**config.mk**
```make
export PLATFORM = sky130hd
export DESIGN_NAME = instruction_fetch_queue_flat
export DESIGN_NICKNAME = d
export VERILOG_FILES = /design/src/rtl/instruction_fetch_queue_if.sv /design/src/rtl/instruction_fetch_queue.sv /design/src/flat_wrapper.sv
export SDC_FILE = /design/constraint.sdc
export NUM_CORES = 1
export LEC_CHECK = 0
export CORE_MARGIN = 2
export CORE_UTILIZATION = 25
export CTS_CLUSTER_SIZE = 16
export DETAILED_ROUTE_END_ITERATION = 12
export GPL_TIMING_DRIVEN = 0
export PLACE_DENSITY_LB_ADDON = 0.08
export SYNTH_ARGS = -nofsm -noshare
export SYNTH_HDL_FRONTEND = slang
export SYNTH_SLANG_ARGS = --single-unit
```
**constraint.sdc**
```tcl
create_clock -name clk -period 2.8 [get_ports clk]
set_input_delay 0.42 -clock clk [delete_from_list [all_inputs] [get_ports clk]]
set_output_delay 0.42 -clock clk [all_outputs]
set_load 0.02 [all_outputs]
```
**src/rtl/instruction_fetch_queue_if.sv**
```systemverilog
// Fetch queue bus: instruction memory port, redirect input
// and the decode-side valid/ready handshake.
interface instruction_fetch_queue_if #(
    parameter int REG_BITS = 32
);
    logic [REG_BITS-1:0] imem_pc;
    logic [REG_BITS-1:0] imem_instruction;
    logic                redirect_valid;
    logic [REG_BITS-1:0] redirect_pc;
    logic                out_valid;
    logic                out_ready;
    logic [REG_BITS-1:0] out_instruction;
    logic [REG_BITS-1:0] out_pc;

    modport master (
        output imem_pc,
        input  imem_instruction,
        input  redirect_valid,
        input  redirect_pc,
        output out_valid,
        input  out_ready,
        output out_instruction,
        output out_pc
    );

    modport slave (
        input  imem_pc,
        output imem_instruction,
        output redirect_valid,
        output redirect_pc,
        input  out_valid,
        output out_ready,
        input  out_instruction,
        input  out_pc
    );
endinterface

```
**src/rtl/instruction_fetch_queue.sv**
```systemverilog
// Fetch stage: issues PCs to a registered-read imem and
// buffers {pc, instruction} pairs for decode; redirect flushes.
module instruction_fetch_queue #(
    parameter int                  REG_BITS = 32,
    parameter int                  DEPTH    = 4,
    parameter logic [REG_BITS-1:0] RESET_PC = '0
) (
    input logic                       clk,
    input logic                       rst_n,
    instruction_fetch_queue_if.master bus
);
    localparam int PW = $clog2(DEPTH);
    localparam int CW = $clog2(DEPTH + 1);
    localparam logic [REG_BITS-1:0] STEP = REG_BITS'(REG_BITS / 8);
    localparam logic [CW:0] DEPTH_C = (CW + 1)'(DEPTH);

    logic [REG_BITS-1:0] r_fetch_pc;
    logic [REG_BITS-1:0] r_inflight_pc;
    logic                r_inflight;
    logic [REG_BITS-1:0] r_buf_pc  [DEPTH];
    logic [REG_BITS-1:0] r_buf_ins [DEPTH];
    logic [PW-1:0]       r_wptr;
    logic [PW-1:0]       r_rptr;
    logic [CW-1:0]       r_count;

    logic                w_issue;
    logic                w_push;
    logic                w_pop;
    logic                w_out_valid;
    logic [CW:0]         w_used;

    // Credit counts buffered entries plus the one in flight,
    // so a returning response always has a free slot.
    assign w_used      = {1'b0, r_count} + {{CW{1'b0}}, r_inflight};
    assign w_issue     = !bus.redirect_valid && (w_used < DEPTH_C);
    assign w_push      = r_inflight && !bus.redirect_valid;
    assign w_out_valid = (r_count != '0) && !bus.redirect_valid;
    assign w_pop       = w_out_valid && bus.out_ready;

    assign bus.imem_pc         = r_fetch_pc;
    assign bus.out_valid       = w_out_valid;
    assign bus.out_instruction = r_buf_ins[r_rptr];
    assign bus.out_pc          = r_buf_pc[r_rptr];

    // Fetch PC and in-flight tracking; redirect wins over issue.
    always_ff @(posedge clk or negedge rst_n) begin
        if (!rst_n) begin
            r_fetch_pc    <= RESET_PC;
            r_inflight    <= 1'b0;
            r_inflight_pc <= '0;
        end else if (bus.redirect_valid) begin
            r_fetch_pc <= bus.redirect_pc;
            r_inflight <= 1'b0;
        end else if (w_issue) begin
            r_fetch_pc    <= r_fetch_pc + STEP;
            r_inflight    <= 1'b1;
            r_inflight_pc <= r_fetch_pc;
        end else begin
            r_inflight <= 1'b0;
        end
    end

    // FIFO storage, pointers and occupancy; redirect empties it.
    always_ff @(posedge clk or negedge rst_n) begin
        if (!rst_n) begin
            for (int i = 0; i < DEPTH; i++) begin
                r_buf_pc[i]  <= '0;
                r_buf_ins[i] <= '0;
            end
            r_wptr  <= '0;
            r_rptr  <= '0;
            r_count <= '0;
        end else if (bus.redirect_valid) begin
            r_wptr  <= '0;
            r_rptr  <= '0;
            r_count <= '0;
        end else begin
            if (w_push) begin
                r_buf_pc[r_wptr]  <= r_inflight_pc;
                r_buf_ins[r_wptr] <= bus.imem_instruction;
                r_wptr            <= r_wptr + PW'(1);
            end
            if (w_pop) begin
                r_rptr <= r_rptr + PW'(1);
            end
            r_count <= r_count + CW'(w_push) - CW'(w_pop);
        end
    end
endmodule

```
**src/flat_wrapper.sv**
```systemverilog
// flat-port wrapper written by rule: the top's interface ports become plain ports
module instruction_fetch_queue_flat 
#(
    parameter int                  REG_BITS = 32,
    parameter int                  DEPTH    = 4,
    parameter logic [REG_BITS-1:0] RESET_PC = '0
)
  (clk, rst_n, bus_imem_pc, bus_imem_instruction, bus_redirect_valid, bus_redirect_pc, bus_out_valid, bus_out_ready, bus_out_instruction, bus_out_pc);
  instruction_fetch_queue_if #(.REG_BITS(REG_BITS)) bus_i ();
  input logic clk;
  input logic rst_n;
  output wire logic [$bits(bus_i.imem_pc)-1:0] bus_imem_pc;
  input wire logic [$bits(bus_i.imem_instruction)-1:0] bus_imem_instruction;
  input wire logic [$bits(bus_i.redirect_valid)-1:0] bus_redirect_valid;
  input wire logic [$bits(bus_i.redirect_pc)-1:0] bus_redirect_pc;
  output wire logic [$bits(bus_i.out_valid)-1:0] bus_out_valid;
  input wire logic [$bits(bus_i.out_ready)-1:0] bus_out_ready;
  output wire logic [$bits(bus_i.out_instruction)-1:0] bus_out_instruction;
  output wire logic [$bits(bus_i.out_pc)-1:0] bus_out_pc;
  assign bus_imem_pc = bus_i.imem_pc;
  assign bus_i.imem_instruction = bus_imem_instruction;
  assign bus_i.redirect_valid = bus_redirect_valid;
  assign bus_i.redirect_pc = bus_redirect_pc;
  assign bus_out_valid = bus_i.out_valid;
  assign bus_i.out_ready = bus_out_ready;
  assign bus_out_instruction = bus_i.out_instruction;
  assign bus_out_pc = bus_i.out_pc;
  instruction_fetch_queue #(.REG_BITS(REG_BITS), .DEPTH(DEPTH), .RESET_PC(RESET_PC)) u_core (.clk(clk), .rst_n(rst_n), .bus(bus_i));
endmodule
```
# After elaboration in Yosys (flattened, before gate mapping)
# Cells that the tools add are included.
# classes
addsub	6
n_mux	19
order_cmp	4
bitwise	3
n_reduce_logical	12
# ops
op	n
$bwmux W128	2
$mux W32	7
$bmux W32 S2	2
$demux W32 S2	1
$add A32 B3 Y32 const B	1
$mux W2	4
$ge A3 B3 Y1 const B	2
$not A2 Y3	2
$reduce_bool A2 Y1	3
$logic_and A1 B1 Y1	5
$add A2 B1 Y2 const B	2
$add A3 B1 Y4	1
$lt A4 B3 Y1 const B	1
$reduce_and A2 Y1	2
$add A3 B1 Y3	1
$lt A3 B1 Y1 const B	1
$mux W3	1
$reduce_bool A3 Y1	1
$sub A3 B1 Y3	1
$mux W1	2
$logic_not A1 Y1	1
$not A1 Y1	1
# word_totals
ff_bits	328

# Depth between registers and ports, before layout
# Gate-level depths: netlist (run 1).
# logic_depth
ltp_word	6
depth_mapped	9
mapped_depth_nobuf	9

# Worst setup path after synthesis (run 1)
# Ideal clock, no wire load.
# synth_timing
path_type	reg2reg
startpoint	reg u_core.r_count[1]
endpoint	reg u_core.r_fetch_pc[29] (netlist: u_core.bus.imem_pc[29])
arrival_time_ns	1.947
stages_incl_launch_ff	8
period_less_slack_ns	2.072
slack_ns	0.728
cell_sequence	dfrtp_1 -> ha_1 -> o211a_1 -> o22ai_2 -> clkbuf_1 -> nand4_1 -> xnor2_1 -> mux2_2
# synth_between
elab_chain_len	4
# synth_rtl
element	line_no	source
from (decl)	instruction_fetch_queue.sv:24	logic [CW-1:0] r_count;
from (signal assigned)	instruction_fetch_queue.sv:86	r_count <= r_count + CW'(w_push) - CW'(w_pop);
$add A3 B1 Y4	instruction_fetch_queue.sv:34	assign w_used = {1'b0, r_count} + {{CW{1'b0}}, r_inflight};
$lt A4 B3 Y1	instruction_fetch_queue.sv:35	assign w_issue = !bus.redirect_valid && (w_used < DEPTH_C);
$logic_and A1 B1 Y1	instruction_fetch_queue.sv:35	
$reduce_bool A2 Y1 (no line)	-	
to (signal assigned)	instruction_fetch_queue.sv:52	r_fetch_pc <= bus.redirect_pc;
to (signal assigned)	instruction_fetch_queue.sv:55	r_fetch_pc <= r_fetch_pc + STEP;
to (decl)	instruction_fetch_queue.sv:17	logic [REG_BITS-1:0] r_fetch_pc;
# No other way between the ends.
# A chain may end at the register's enable or synchronous reset.

# Worst setup path after layout (run 1)
# layout_timing
startpoint	reg u_core.r_rptr[0]
endpoint	out bus_out_pc[6]
# layout_between
elab_chain_len	4
# layout_rtl
element	line_no	source
from (decl)	instruction_fetch_queue.sv:23	logic [PW-1:0] r_rptr;
from (signal assigned)	instruction_fetch_queue.sv:84	r_rptr <= r_rptr + PW'(1);
$not A2 Y3 (not written as such)	instruction_fetch_queue.sv:43	assign bus.out_pc = r_buf_pc[r_rptr];
$bmux W32 S2	instruction_fetch_queue.sv:43	
$mux W32 (not written as such) (2 in a row)	instruction_fetch_queue.sv:43	
to (decl)	flat_wrapper.sv:19	output wire logic [$bits(bus_i.out_pc)-1:0] bus_out_pc;
# No other way between the ends. The select of a mux whose other input is x is not followed.

==> results of run 1 <==
==> through the flow <==
stage               cells  utilization  setup TNS, ns
floorplan             933            -              0
global placement     1862        0.297       -4812.26
detailed placement   1865        0.299         -19.85
CTS                  1943        0.323         -0.574
global route         1950        0.325      -0.000447
finish               1950        0.325              0
==> placed cells by master, fill, tap and decap left out, types with 3 or more instances in the layout <==
cell type / n
ha_1: 8
nor2_1: 10
clkbuf_1: 21
nand3_1: 7
o21ai_0: 19
dlymetal6s2s_1: 8
o21ai_1: 3
clkinv_2: 8
buf_16: 3
nor4_1: 3
nor3_1: 6
buf_6: 3
inv_1: 9
nor2b_1: 3
buf_8: 5
dlygate4sd2_1: 55
clkbuf_8: 11
mux2_2: 293
mux2i_1: 3
dfrtp_1: 327
buf_4: 8
nand4_1: 21
and4_1: 3
buf_2: 29
clkdlybuf4s50_1: 100
xnor2_1: 14
clkbuf_16: 45
xor2_1: 12
nand2_1: 43
buf_12: 3
mux4_2: 64
==> metal layers <==
metal  up-vias  GRT usage  share of wire
met2       164      0.222           0.47
li1       3918          -              -
met3        54     0.0268          0.038
met4         0     0.0364          0.020
met1      4593      0.195           0.47
met5         -          0              0
==> area by class of cell <==
class	instances	share of cell area
Buffer	52	0.0210
Tap cell	765	0.0512
Multi-Input combinational cell	543	0.320
Sequential cell	328	0.439
Clock inverter	9	0.00375
Inverter	9	0.00181
Clock buffer	69	0.0694
Timing Repair Buffer	175	0.0933
==> path summary, 6_finish.rpt <==
kind | startpoint | to | slack (ns) | cells past startpoint
setup / recovery | u_core.r_rptr[0] | bus_out_pc[6] | 0.09 | 3
hold / removal | rst_n | u_core.r_buf_pc[102] | 0.29 | 2
setup reg to reg | u_core.bus.imem_pc[2] | u_core.bus.imem_pc[28] | 0.15 | 6
hold reg to reg | u_core.r_buf_ins[52] | u_core.r_buf_ins[52] | 0.50 | 1
max in group asynchronous | rst_n | u_core.r_buf_pc[89] | 1.24 | 4
min in group clk | bus_redirect_pc[22] | u_core.bus.imem_pc[22] | 0.42 | 3
==> where the power goes <==
part / switching (mW) / internal [mW] / leakage, nW
sequential: 1.12 / 6.61 / 4.12
clock: 2.07 / 3.24 / 0.676
combinational: 2.87 / 3.58 / 3.31
total: 6.07 / 13.4 / 8.11
==> kinds of logic (layout without fill, tap and decap cells) <==
family | count (synthesis) | after routing | synth area share
multiplexers | 360 | 360 | 0.329
AND/OR/NAND/NOR | 112 | 112 | 0.0438
buffers and inverters | 62 | 314 | 0.0204
adder cells (fa/ha/maj) | 9 | 9 | 0.00829
XOR/XNOR | 26 | 26 | 0.0157
AO/OA/AOI/OAI | 36 | 36 | 0.0160
flip-flops | 328 | 328 | 0.567
==> worst reg2reg max path: cells and delay by family, from the launching register on <==
kind                       cells  cell delay (ns)
and+or+nand+nor                3             1.27
muxes                          1             0.26
DFF                            1             0.53
adders and majority gates      1             0.29
xor gates and xnor gates       1             0.19
==> sequential cells by signal, indices dropped and copies added (netlist names) <==
name / count
u_core.bus.imem_pc: 32
u_core.r_buf_ins: 128
u_core.r_buf_pc: 128
u_core.r_count: 3
u_core.r_inflight: 1
u_core.r_inflight_pc: 32
u_core.r_rptr: 2
u_core.r_wptr: 2
==> repair_timing <==
action / CTS / global route
gates resized for setup: 96 / 17
setup buffers: 0 / 7
endpoints found under the hold margin: 17 / 0
hold buffers: 1 / 0
setup endpoints to repair: 64 / 33
==> flow_metrics.env, run 1 <==
export IMPL_status="completed"
export IMPL_fin_crit_ns=2.71
export IMPL_clk_pin_slew_ns=0.06
export IMPL_hold_worst_slack_ns=0.292
export IMPL_pre_cts_ws_ns=-0.415
export IMPL_p_per_area_nw_per_um2=1040
export IMPL_wl_mm=40.9
export IMPL_clock_sinks=328
export IMPL_core_sq_um=57500
export IMPL_tightest_slew_ns=0.927
export IMPL_cp_end_kind="output port"
export IMPL_cts_max_path_buffers=3
export IMPL_synth_edf_count=0
export IMPL_row_count=88
export IMPL_seq_area_frac_synth=0.567
export IMPL_dieArea_sq_um=59900
export IMPL_syn2layout_area_growth_pct=29.0
export IMPL_grt_usage=0.139
export IMPL_diodes=0
export IMPL_start_util=0.252
export IMPL_drt_iter0_markers=383
export IMPL_multiInputGateArea_sq_um=5980
export IMPL_path_delay_family="buffers and inverters"
export IMPL_ys_warn_count=0
export IMPL_slowest_delay_ns=0.55
export IMPL_maxSlewHeadroom=0.376
export IMPL_die_x_um=245
export IMPL_ant_nets=0
export IMPL_stdcell_area_sq_um=18700
export IMPL_n_fill_cell=5764
export IMPL_finalHoldViolations=0
export IMPL_yosys_top_cells_area="dfrtp_1 57%, mux2_2 23%, mux4_2 9.9%"
export IMPL_drive_gt1_frac=0.414
export IMPL_io_buffer_count=164
export IMPL_cts_tree="built"
export IMPL_critPathBufInv=2
export IMPL_synth_most_common_cell="dfrtp_1"
export IMPL_drc_errors=0
export IMPL_fp_dieH_um=245
export IMPL_routed_via_density=4.48
export IMPL_overflow=0
export IMPL_placed_cell_area_sq_um=17200
export IMPL_netlist_top_cells_count="328 x dfrtp_1, 293 x mux2_2, 64 x mux4_2"
export IMPL_fin_total_pwr_mw=19.5
export IMPL_dp_hpwl_mm=27.0
export IMPL_grt_max_degree=108
export IMPL_yosysTopAreaCellShare=0.567
export IMPL_setup_violations=0
export IMPL_synth_top_cell_by_area="dfrtp_1"
export IMPL_ys_flop_type="dfrtp_1"
export IMPL_finalCritPeriodShare=0.969
export IMPL_fin_skew_ns=0.0139
export IMPL_cp_data_required_time_ns=2.38
export IMPL_synth_cell_types=48
export IMPL_antenna_found_initial=1
export IMPL_min_path_type="input port to async pin"
export IMPL_arrival_ns=2.29
export IMPL_insertion_delay_ns=0.56
export IMPL_ios=165
export IMPL_worst_setup_path_start_kind="flop"
export IMPL_maxSlewViolCount=0
export IMPL_drt_first_pass_iters=4
export IMPL_vias=8729
export IMPL_syn_inst=933
export IMPL_synth_area_sq_um=14500
export IMPL_mappedNetlistNets=1010
export IMPL_htreeDepth=2
export IMPL_detail_route_wl_per_cell_um=21.0
export IMPL_ff_latch_area_sq_um=8210
export IMPL_fin_ws_ns=0.0878
export IMPL_ys_seq_elements=328
export IMPL_grt_pass1_vias=9502
export IMPL_fmax_ghz=0.369
export IMPL_cts_root_buf="clkbuf_16"
export IMPL_path_cells="buf_8, mux4_2, clkdlybuf4s50_1"
export IMPL_path_class="flop to output port"
export IMPL_p_leak_nw=8.11
export IMPL_async_flop_share=1.00
export IMPL_cts_made_buffers=42
export IMPL_max_cap_violations=0
export IMPL_syn_avg_cell_area_sq_um=15.5
export IMPL_nets=1228
export IMPL_gp_congestion=0.719
export IMPL_cp_max_fo=10
export IMPL_vdd_drop_max_uv=396
export IMPL_grt_pass1_wl_mm=62.7
export IMPL_crit_slowest_cell="clkdlybuf4s50_1"
No activity file was read; power rests on OpenSTA's default activity.
==> inputs of run 2 (changes only) <==
==> constraint.sdc (replaced) <==
create_clock -name clk -period 3.2 [get_ports clk]
set_input_delay 0.48 -clock clk [delete_from_list [all_inputs] [get_ports clk]]
set_output_delay 0.48 -clock clk [all_outputs]
set_load 0.02 [all_outputs]
==> flow_metrics.env, run 2 (synthesis gave the netlist of run 1 again) <==
export IMPL_tightest_slew_ns=0.923
export IMPL_io_buffer_count=164
export IMPL_path_depth=4
export IMPL_cts_root_buf="clkbuf_16"
export IMPL_rsz0062_at_grt="false"
export IMPL_drc_errors=0
export IMPL_fin_skew_ns=0.0126
export IMPL_worst_setup_path_start_kind="flop"
export IMPL_fin_ws_ns=0.144
export IMPL_drt_iter0_markers=407
export IMPL_finalHoldViolations=0
export IMPL_multiInputGateArea_sq_um=5980
export IMPL_cp_data_required_time_ns=2.72
export IMPL_dp_hpwl_mm=27.0
export IMPL_dieArea_sq_um=59900
export IMPL_ff2ff_setup_slack_ns=0.44
export IMPL_grt_pass1_vias=9502
export IMPL_maxSlewViolCount=0
export IMPL_crit_slowest_cell="clkdlybuf4s50_1"
export IMPL_placed_cell_area_sq_um=17200
export IMPL_grt_usage=0.139
export IMPL_syn2layout_area_growth_pct=28.4
export IMPL_vdd_drop_max_uv=350
export IMPL_grt_pass1_wl_mm=62.7
export IMPL_ff_latch_area_sq_um=8210
export IMPL_stdcell_area_sq_um=18600
export IMPL_fp_dieH_um=245
export IMPL_insertion_delay_ns=0.56
export IMPL_core_sq_um=57500
export IMPL_grt_max_degree=108
export IMPL_arrival_ns=2.58
export IMPL_layout_commonest_cell="dfrtp_1"
export IMPL_max_cap_violations=0
export IMPL_htreeDepth=2
export IMPL_fin_crit_ns=3.06
export IMPL_slowest_delay_ns=0.57
export IMPL_die_x_um=245
export IMPL_detail_route_wl_per_cell_um=21.0
export IMPL_cp_max_fo=10
export IMPL_setup_violations=0
export IMPL_gp_congestion=0.719
export IMPL_critPathBufInv=3
export IMPL_n_fill_cell=5752
export IMPL_vias=8719
export IMPL_drt_first_pass_iters=4
export IMPL_maxSlewHeadroom=0.379
export IMPL_min_path_type="input port to async pin"
export IMPL_fmax_ghz=0.327
export IMPL_start_util=0.252
export IMPL_mostFrequentLayoutCells="328 x dfrtp_1, 293 x mux2_2, 163 x clkdlybuf4s50_1, 64 x mux4_2, 45 x clkbuf_16"
export IMPL_setup_tns_ns=0
export IMPL_cts_setup_buffers=0
export IMPL_row_count=88
export IMPL_diodes=0
export IMPL_ios=165
export IMPL_antenna_found_initial=1
export IMPL_cts_max_path_buffers=3
export IMPL_ant_nets=0
export IMPL_path_class="flop to output port"
export IMPL_wl_mm=40.9
export IMPL_postLayoutCoreUtil=0.324
export IMPL_drive_gt1_frac=0.408
export IMPL_cpMostUsedCell="clkbuf_2"
export IMPL_clock_sinks=328
export IMPL_pre_cts_ws_ns=-0.0751
export IMPL_cp_end_kind="output port"
export IMPL_p_per_area_nw_per_um2=932
export IMPL_finalCritPeriodShare=0.955
export IMPL_clk_pin_slew_ns=0.06
export IMPL_cts_tree="built"
export IMPL_routed_via_density=4.49
export IMPL_crit_reg2reg_launch="u_core.r_count[1]"
export IMPL_status="completed"
export IMPL_path_cells="clkbuf_2, clkbuf_2, mux4_2, clkdlybuf4s50_1"
export IMPL_p_leak_nw=7.85
export IMPL_nets=1221
export IMPL_path_delay_family="buffers and inverters"
export IMPL_worstReg2RegEnd="u_core.bus.imem_pc[29]"
export IMPL_cts_made_buffers=42
export IMPL_top_regs="u_core.r_buf_ins x128, u_core.r_buf_pc x128"
export IMPL_reg2regPathDepth=7
export IMPL_overflow=0
==> run 2: worst max-delay path by stage <==
stage,start,end,slack [ns]
after global routing,u_core.r_rptr[1],bus_out_pc[12],0.005
final,u_core.r_rptr[1],bus_out_pc[12],0.14
after global placement,rst_n,u_core.r_buf_pc[28],-14.32
after detailed placement,u_core.r_rptr[1],bus_out_pc[13],-0.08
after CTS,u_core.r_rptr[1],bus_out_pc[12],0.02
after floorplan,bus_redirect_valid,u_core.r_count[2],1.09
==> run 2: where the power goes <==
part	internal, mW	total, mW	switching, mW
Sequential	5.78	6.76	0.975
Clock	2.84	4.65	1.81
Combinational	3.40	5.92	2.52
==> run 2: stage by stage <==
stage / total power, mW / std cells / hold slack, ns
2_1_floorplan: 10.3 / 933 / 0.184
3_3_place_gp: 12.8 / 1862 / 0.482
3_5_place_dp: 12.9 / 1865 / 0.330
4_1_cts: 17.7 / 1943 / 0.320
5_1_grt: 18.4 / 1943 / 0.336
6_report: 17.3 / 1943 / 0.350
==> run 2: timing repair <==
action | in CTS | in global routing
hold endpoints to repair | 17 | 0
resized for setup | 25 | 3
hold buffers | 1 | 0
endpoints found under the setup margin | 64 | 5
==> run 2: layout make-up <==
cell class / count / share of cell area
repair buffers: 168 / 0.0935
flip-flops and latches: 328 / 0.441
clock inverters: 9 / 0.00377
well taps: 765 / 0.0515
clock buffers: 69 / 0.0697
plain buffers: 52 / 0.0168
inverters: 9 / 0.00182
multi-input cells: 543 / 0.322
==> run 2: layer usage <==
metal | vias up | routed length [um] | track usage
li1 | 3892 | - | -
met1 | 4596 | 19100 | 0.195
met2 | 179 | 19200 | 0.221
met3 | 52 | 1720 | 0.0268
met4 | 0 | 787 | 0.0362
met5 | - | 0 | 0
==> inputs of run 3 (changes only) <==
--- a/config.mk
+++ b/config.mk
@@ -7,7 +7,6 @@
 export LEC_CHECK = 0
 export CORE_MARGIN = 2
 export CORE_UTILIZATION = 25
-export CTS_CLUSTER_SIZE = 16
 export DETAILED_ROUTE_END_ITERATION = 12
 export GPL_TIMING_DRIVEN = 0
 export PLACE_DENSITY_LB_ADDON = 0.08
==> results of run 3 <==
The final DEF is identical to that of run 2; final timing and power are the same.
==> edit 1: new RTL, config.mk and constraints of run 3 <==
Make the reset (`rst_n`) synchronous in 2 clocked blocks.
--- a/src/rtl/instruction_fetch_queue.sv
+++ b/src/rtl/instruction_fetch_queue.sv
@@ -44,5 +44,5 @@
 
     // Fetch PC and in-flight tracking; redirect wins over issue.
-    always_ff @(posedge clk or negedge rst_n) begin
+    always_ff @(posedge clk) begin
         if (!rst_n) begin
             r_fetch_pc    <= RESET_PC;
@@ -62,5 +62,5 @@
 
     // FIFO storage, pointers and occupancy; redirect empties it.
-    always_ff @(posedge clk or negedge rst_n) begin
+    always_ff @(posedge clk) begin
         if (!rst_n) begin
             for (int i = 0; i < DEPTH; i++) begin
Formal check against the unedited RTL: differs if rst_n is asserted again (counterexample within 4 cycles, from zero or initial values and one cycle with rst_n low); with rst_n held inactive, the same outputs for 4 cycles.
==> edit 1 against run 3 <==
Synthesized area decreased by 3.5%. Die area decreased by 3.4%. Global-route usage rose by 0.81 points. Design area is 3.1% lower. Wire length up 2.1%. Critical endpoint is now bus_out_instruction[1]. Synthesized cell count is 17% higher. Critical path type unchanged. Sequential cell count increased by 2. First-iteration DRC count up 8.8%. Setup slack got worse by 0.0087 ns.
Power is not compared: it rests on default switching activity, and its combinational part moved more than twofold at a synthesized area within 25%.
==> edit 1: results (changes against run 3) <==
* Vias in the first global route at 9815 (+3.3%)
* DPL Wire Length at 27.8 mm (+3.0%)
* Most instantiated cells after synthesis: edfxtp_1 (256), nor2_1 (197), nand2_1 (151)
* Largest net degree at the start of global routing at 43 (-60%)
* Async S/R FF share, synth at 0 (-1.00)
* Seq/Total Area, Yosys at 0.656 (+0.0891)
* Post-synthesis cell type count at 41 (-15%)
* Fill cells at 5600 (-2.6%)
* Reg-to-Reg Start: u_core.r_wptr[0]
* Post-Syn Nets at 1165 (+15%)
* Post-synthesis average cell area at 12.8 sq um (-18%)
* Total global-route track usage at 0.147 (+0.00809)
* Post-synth EDFFs at 256 (+256)
* Reg2Reg Setup Slack at 0.35 ns (-0.09 ns)
* IO Port Bufs at 163 (-0.61%)
* Path category of the worst min-delay check: reg -> reg
* Worst IR Drop VDD at 0.293 mV
* Reg2Reg Depth at 6 (-1)
* Reg2reg end: u_core.r_buf_ins[0][25]
* Headroom to the max-slew limit at 0.463 (+0.0840)
* Average vias per placed instance at 4.35 (-3.0%)
* Post-Route Skew at 0.0150 ns (+0.00243 ns)
* Dpl ws at -0.611 ns (-0.536 ns)
* WL/cell at 20.0 um (-4.7%)
* Detailed Route Iter0 Violations at 443 (+8.8%)
* Worst EP arrival at 2.59 ns (about the same)
* Crit-path slowest cell: mux4_2
* Placed Cells at 2009 (+7.7%)
* Initial antenna violation count at 0 (-1)
* Hold Crit Start: u_core.r_inflight_pc[9]
* Global placement routability congestion at 0.726 (+0.96%)
* Final nets at 1374 (+13%)
* Global-route wire length before repair at 62.6 mm (-0.14%)
* Vias at 9057 (+3.9%)
* Layout cells sized above 1 at 0.116 (-0.293)
* Top cells by area, synth: edfxtp_1 (55%), dfxtp_1 (11%), mux4_2 (10%)
* CTS H-Tree Depth at 2 (unchanged)
* Cts bufs inserted at 41 (-2.4%)
* Status: completed
edit 1: cell types whose count changed in the layout (fill, tap and decap cells not counted), moves of 39 or more:
| cell | before | now |
|---|---|---|
| dfrtp_1 | 328 | 0 |
| mux2_2 | 293 | 0 |
| edfxtp_1 | 0 | 256 |
| nor2_1 | 10 | 197 |
| nand2_1 | 43 | 148 |
| dfxtp_1 | 0 | 72 |
| and2_1 | 1 | 40 |
edit 1: how the worst max path moves through the flow:
| stage | from | to | slack [ns] | cells after the start |
|---|---|---|---|---|
| after floorplan | rst_n | u_core.r_buf_ins[1][0] | 0.08 | 4 |
| after global placement | bus_redirect_valid | u_core.r_buf_ins[1][22] | -2.75 | 7 |
| after detailed placement | rst_n | u_core.r_buf_ins[3][7] | -0.61 | 5 |
| after CTS | register | bus_out_instruction[5] | 0.01 | 3 |
| after global routing | register | bus_out_instruction[30] | -0.04 | 3 |
| final | register | bus_out_instruction[1] | 0.13 | 3 |
edit 1: logic make-up after synthesis:
kind of cell / count (synthesis) / share of synthesized area
buffers and inverters: 114 / 0.0312
xor gates and xnor gates: 25 / 0.0157
DFF: 330 / 0.656
AOI/OAI and AO/OA: 101 / 0.0452
adders and majority gates: 5 / 0.00501
muxes: 67 / 0.105
and+or+nand+nor: 450 / 0.142
edit 1: report_power, final:
part,switching [uW],internal [uW]
clock,1800,2720
combinational,430,330
sequential,105,4790
edit 1: repair_timing:
item                                    in CTS  in global routing
endpoints found under the setup margin     156                 14
gates resized for setup                     15                  0
pin swaps                                    0                  0
edit 1: metal layers:
metal / wire length [um] / vias to the layer above / part of all wire / track usage
li1: - / 4328 / - / -
met1: 19000 / 4476 / 0.45 / 0.194
met2: 20100 / 200 / 0.48 / 0.246
met3: 1790 / 53 / 0.043 / 0.0263
met4: 879 / 0 / 0.021 / 0.0457
met5: 0 / - / 0 / 0
edit 1: layout make-up:
type / count / area (sq um) / share of cell area
Multi-Input combinational cell: 648 / 4410 / 0.245
Inverter: 46 / 173 / 0.00958
Clock inverter: 18 / 159 / 0.00881
Sequential cell: 330 / 9170 / 0.509
Clock buffer: 57 / 1140 / 0.0631
Tap cell: 748 / 936 / 0.0519
Timing Repair Buffer: 169 / 1770 / 0.0980
Buffer: 65 / 273 / 0.0151
edit 1: through the flow:
step | hold slack, ns | power [uW] | area [sq um]
5_1_grt | 0.484 | 10600 | 18000
6_report | 0.464 | 10200 | 18000
2_1_floorplan | 0.444 | 5320 | 14000
3_3_place_gp | 0.455 | 5770 | 16600
3_5_place_dp | 0.460 | 5770 | 16700
4_1_cts | 0.469 | 10400 | 18000
edit 1: critical path: cells and delay by family (launching register included):
family / cells / cell delay [ns]
buffers and inverters: 2 / 0.96
flip-flops: 1 / 0.48
multiplexers: 1 / 0.58
==> edit 2: new RTL, settings of run 3 <==
Made on the original files. `DEPTH` is set to 4 in 2 places; all go to 8.
--- a/src/rtl/instruction_fetch_queue.sv
+++ b/src/rtl/instruction_fetch_queue.sv
@@ -3,5 +3,5 @@
 module instruction_fetch_queue #(
     parameter int                  REG_BITS = 32,
-    parameter int                  DEPTH    = 4,
+    parameter int                  DEPTH    = 8,
     parameter logic [REG_BITS-1:0] RESET_PC = '0
 ) (
--- a/src/flat_wrapper.sv
+++ b/src/flat_wrapper.sv
@@ -3,5 +3,5 @@
 #(
     parameter int                  REG_BITS = 32,
-    parameter int                  DEPTH    = 4,
+    parameter int                  DEPTH    = 8,
     parameter logic [REG_BITS-1:0] RESET_PC = '0
 )
Function: not settled (the Yosys comparison gave no result); the edit may change what the design does.
==> edit 2 against run 3 <==
Wire length rose by 92%. Design area rose by 75%. Total power rose by 58%. Sequential cell count rose by 259. Worst hold slack improved by 0.014 ns. Synthesized area rose by 82%. Sequential power rose by 55%. Setup slack got worse by 0.055 ns. Critical endpoint is now bus_out_instruction[27]. Largest cell class unchanged.
==> edit 2: results (changes against run 3) <==
* Status: completed
* Post-synthesis cell type count at 38 (-21%)
* Post-Route Skew at 0.0281 ns (+0.0155 ns)
* CTS H-Tree Depth at 3 (+1)
* Average vias per placed instance at 4.54 (+1.2%)
* Seq/Total Area, Yosys at 0.557 (-0.00993)
* Latest clock arrival within the worst-skew pair at 0.62 ns (+0.06 ns)
* Peak fanout along the critical path at 10 (unchanged)
* Dpl ws at -1.15 ns (-1.07 ns)
* Post-synthesis mux area share at 0.372 (+0.0422)
* Delay-heaviest family, CP: multiplexers
* Most instantiated cells after synthesis: mux2_2 (612), dfrtp_1 (587), mux4_2 (128)
* Initial antenna violation count at 2 (+1)
* Max incr delay on CP at 0.52 ns (-0.05 ns)
* Final hold slack at 0.364 ns (+0.0136 ns)
* Worst-Margin Slew at 1.30 ns (+0.372 ns)
* Global-route wire length before repair at 117 mm (+86%)
* Top cells by area, synth: dfrtp_1 (56%), mux2_2 (26%), mux4_2 (11%)
* DPL Wire Length at 50.6 mm (+87%)
* Total global-route track usage at 0.147 (+0.00743)
* Reg2Reg Setup Slack at 0.25 ns (-0.19 ns)
* Crit path launch: u_core.r_rptr[0]
* Worst IR Drop VDD at 0.332 mV (-5.0%)
* Cts bufs inserted at 74 (+76%)
* Post-Syn Nets at 1731 (+71%)
* Root buf cell: clkbuf_16
* Detailed Route Iter0 Violations at 619 (+52%)
* Biggest regs: u_core.r_buf_ins: 256 flops, u_core.r_buf_pc: 256 flops
* Layout cells sized above 1 at 0.497 (+0.0891)
* Fill cells at 10400 (+80%)
* Static Leak at 0.0143 uW (+83%)
* XOR/XNOR share of the synthesized area at 0.0110 (-0.00477)
* Ys Warns at 0 (unchanged)
* Synth Area in Adders at 0.00550 (-0.00279)
* Crit-path slowest cell: mux4_2
* Worst EP arrival at 2.63 ns (+0.05 ns)
* WL final at 78.3 mm (+92%)
* Vias in the first global route at 16600 (+75%)
* Global placement routability congestion at 0.707 (-1.6%)
* Largest net degree at the start of global routing at 123 (+14%)
* Compound-Gate Fraction of Synth Area at 0.0179 (+0.00190)
* Final nets at 1983 (+62%)
-- edit 2: changes by cell type after synthesis, sizes merged, moves of 9 or more --
cell | before | now
a211oi | 1 | 10
buf | 37 | 58
clkbuf | 15 | 52
dfrtp | 328 | 587
mux2 | 293 | 612
mux4 | 64 | 128
nand4 | 21 | 5
o2111ai | 0 | 10
o21ai | 22 | 31
-- edit 2: area by class of cell --
class | count | share of cell area
Inverter | 9 | 0.00103
Multi-Input combinational cell | 946 | 0.343
Buffer | 109 | 0.0262
Clock buffer | 116 | 0.0691
Timing Repair Buffer | 177 | 0.0544
Clock inverter | 10 | 0.00318
Antenna cell | 3 | 0.000230
Sequential cell | 587 | 0.450
Tap cell | 1391 | 0.0533
-- edit 2: what timing repair did --
item | CTS | global route
resized for setup | 230 | 28
gates cloned | 1 | 1
hold buffers | 1 | 0
hold endpoints to repair | 49 | 0
endpoints found under the setup margin | 65 | 48
setup buffers | 4 | 1
-- edit 2: metal layers --
metal	global-route usage	wire length (um)	share of wire	vias to the layer above
met5	0	0	0	-
met1	0.204	37200	0.47	8224
met3	0.0256	2560	0.033	105
li1	-	-	-	6674
met2	0.236	36800	0.47	208
met4	0.0386	1810	0.023	0
-- edit 2: path summary, 6_finish.rpt --
check	cells after the start	endpoint
worst min-delay path	2	u_core.r_inflight_pc[24]
min in group clk	3	u_core.bus.imem_pc[22]
max in group asynchronous	5	u_core.r_buf_ins[249]
worst max-delay path	6	bus_out_instruction[27]
worst max register to register	7	u_core.r_inflight_pc[5]
worst min register to register	1	u_core.r_buf_ins[23]
-- edit 2: report_power, final --
part	internal (uW)	switching, uW	total [uW]
clock	4970	3250	8220
sequential	9310	1230	10500
combinational	4610	3960	8570
total	18900	8450	27300
-- edit 2: per-stage QoR --
| stage | instance area (sq um) | instances |
|---|---|---|
| final | 32600 | 3348 |
| after global routing | 32600 | 3345 |
| after CTS | 32700 | 3343 |
| after detailed placement | 29900 | 3212 |
| after global placement | 29800 | 3207 |
| after floorplan | 26400 | 1652 |
-- edit 2: logic make-up after synthesis --
family | Yosys count
muxes | 743
DFF | 587
buffers and inverters | 119
and+or+nand+nor | 95
AOI/OAI and AO/OA | 64
xor gates and xnor gates | 33
adders and majority gates | 11
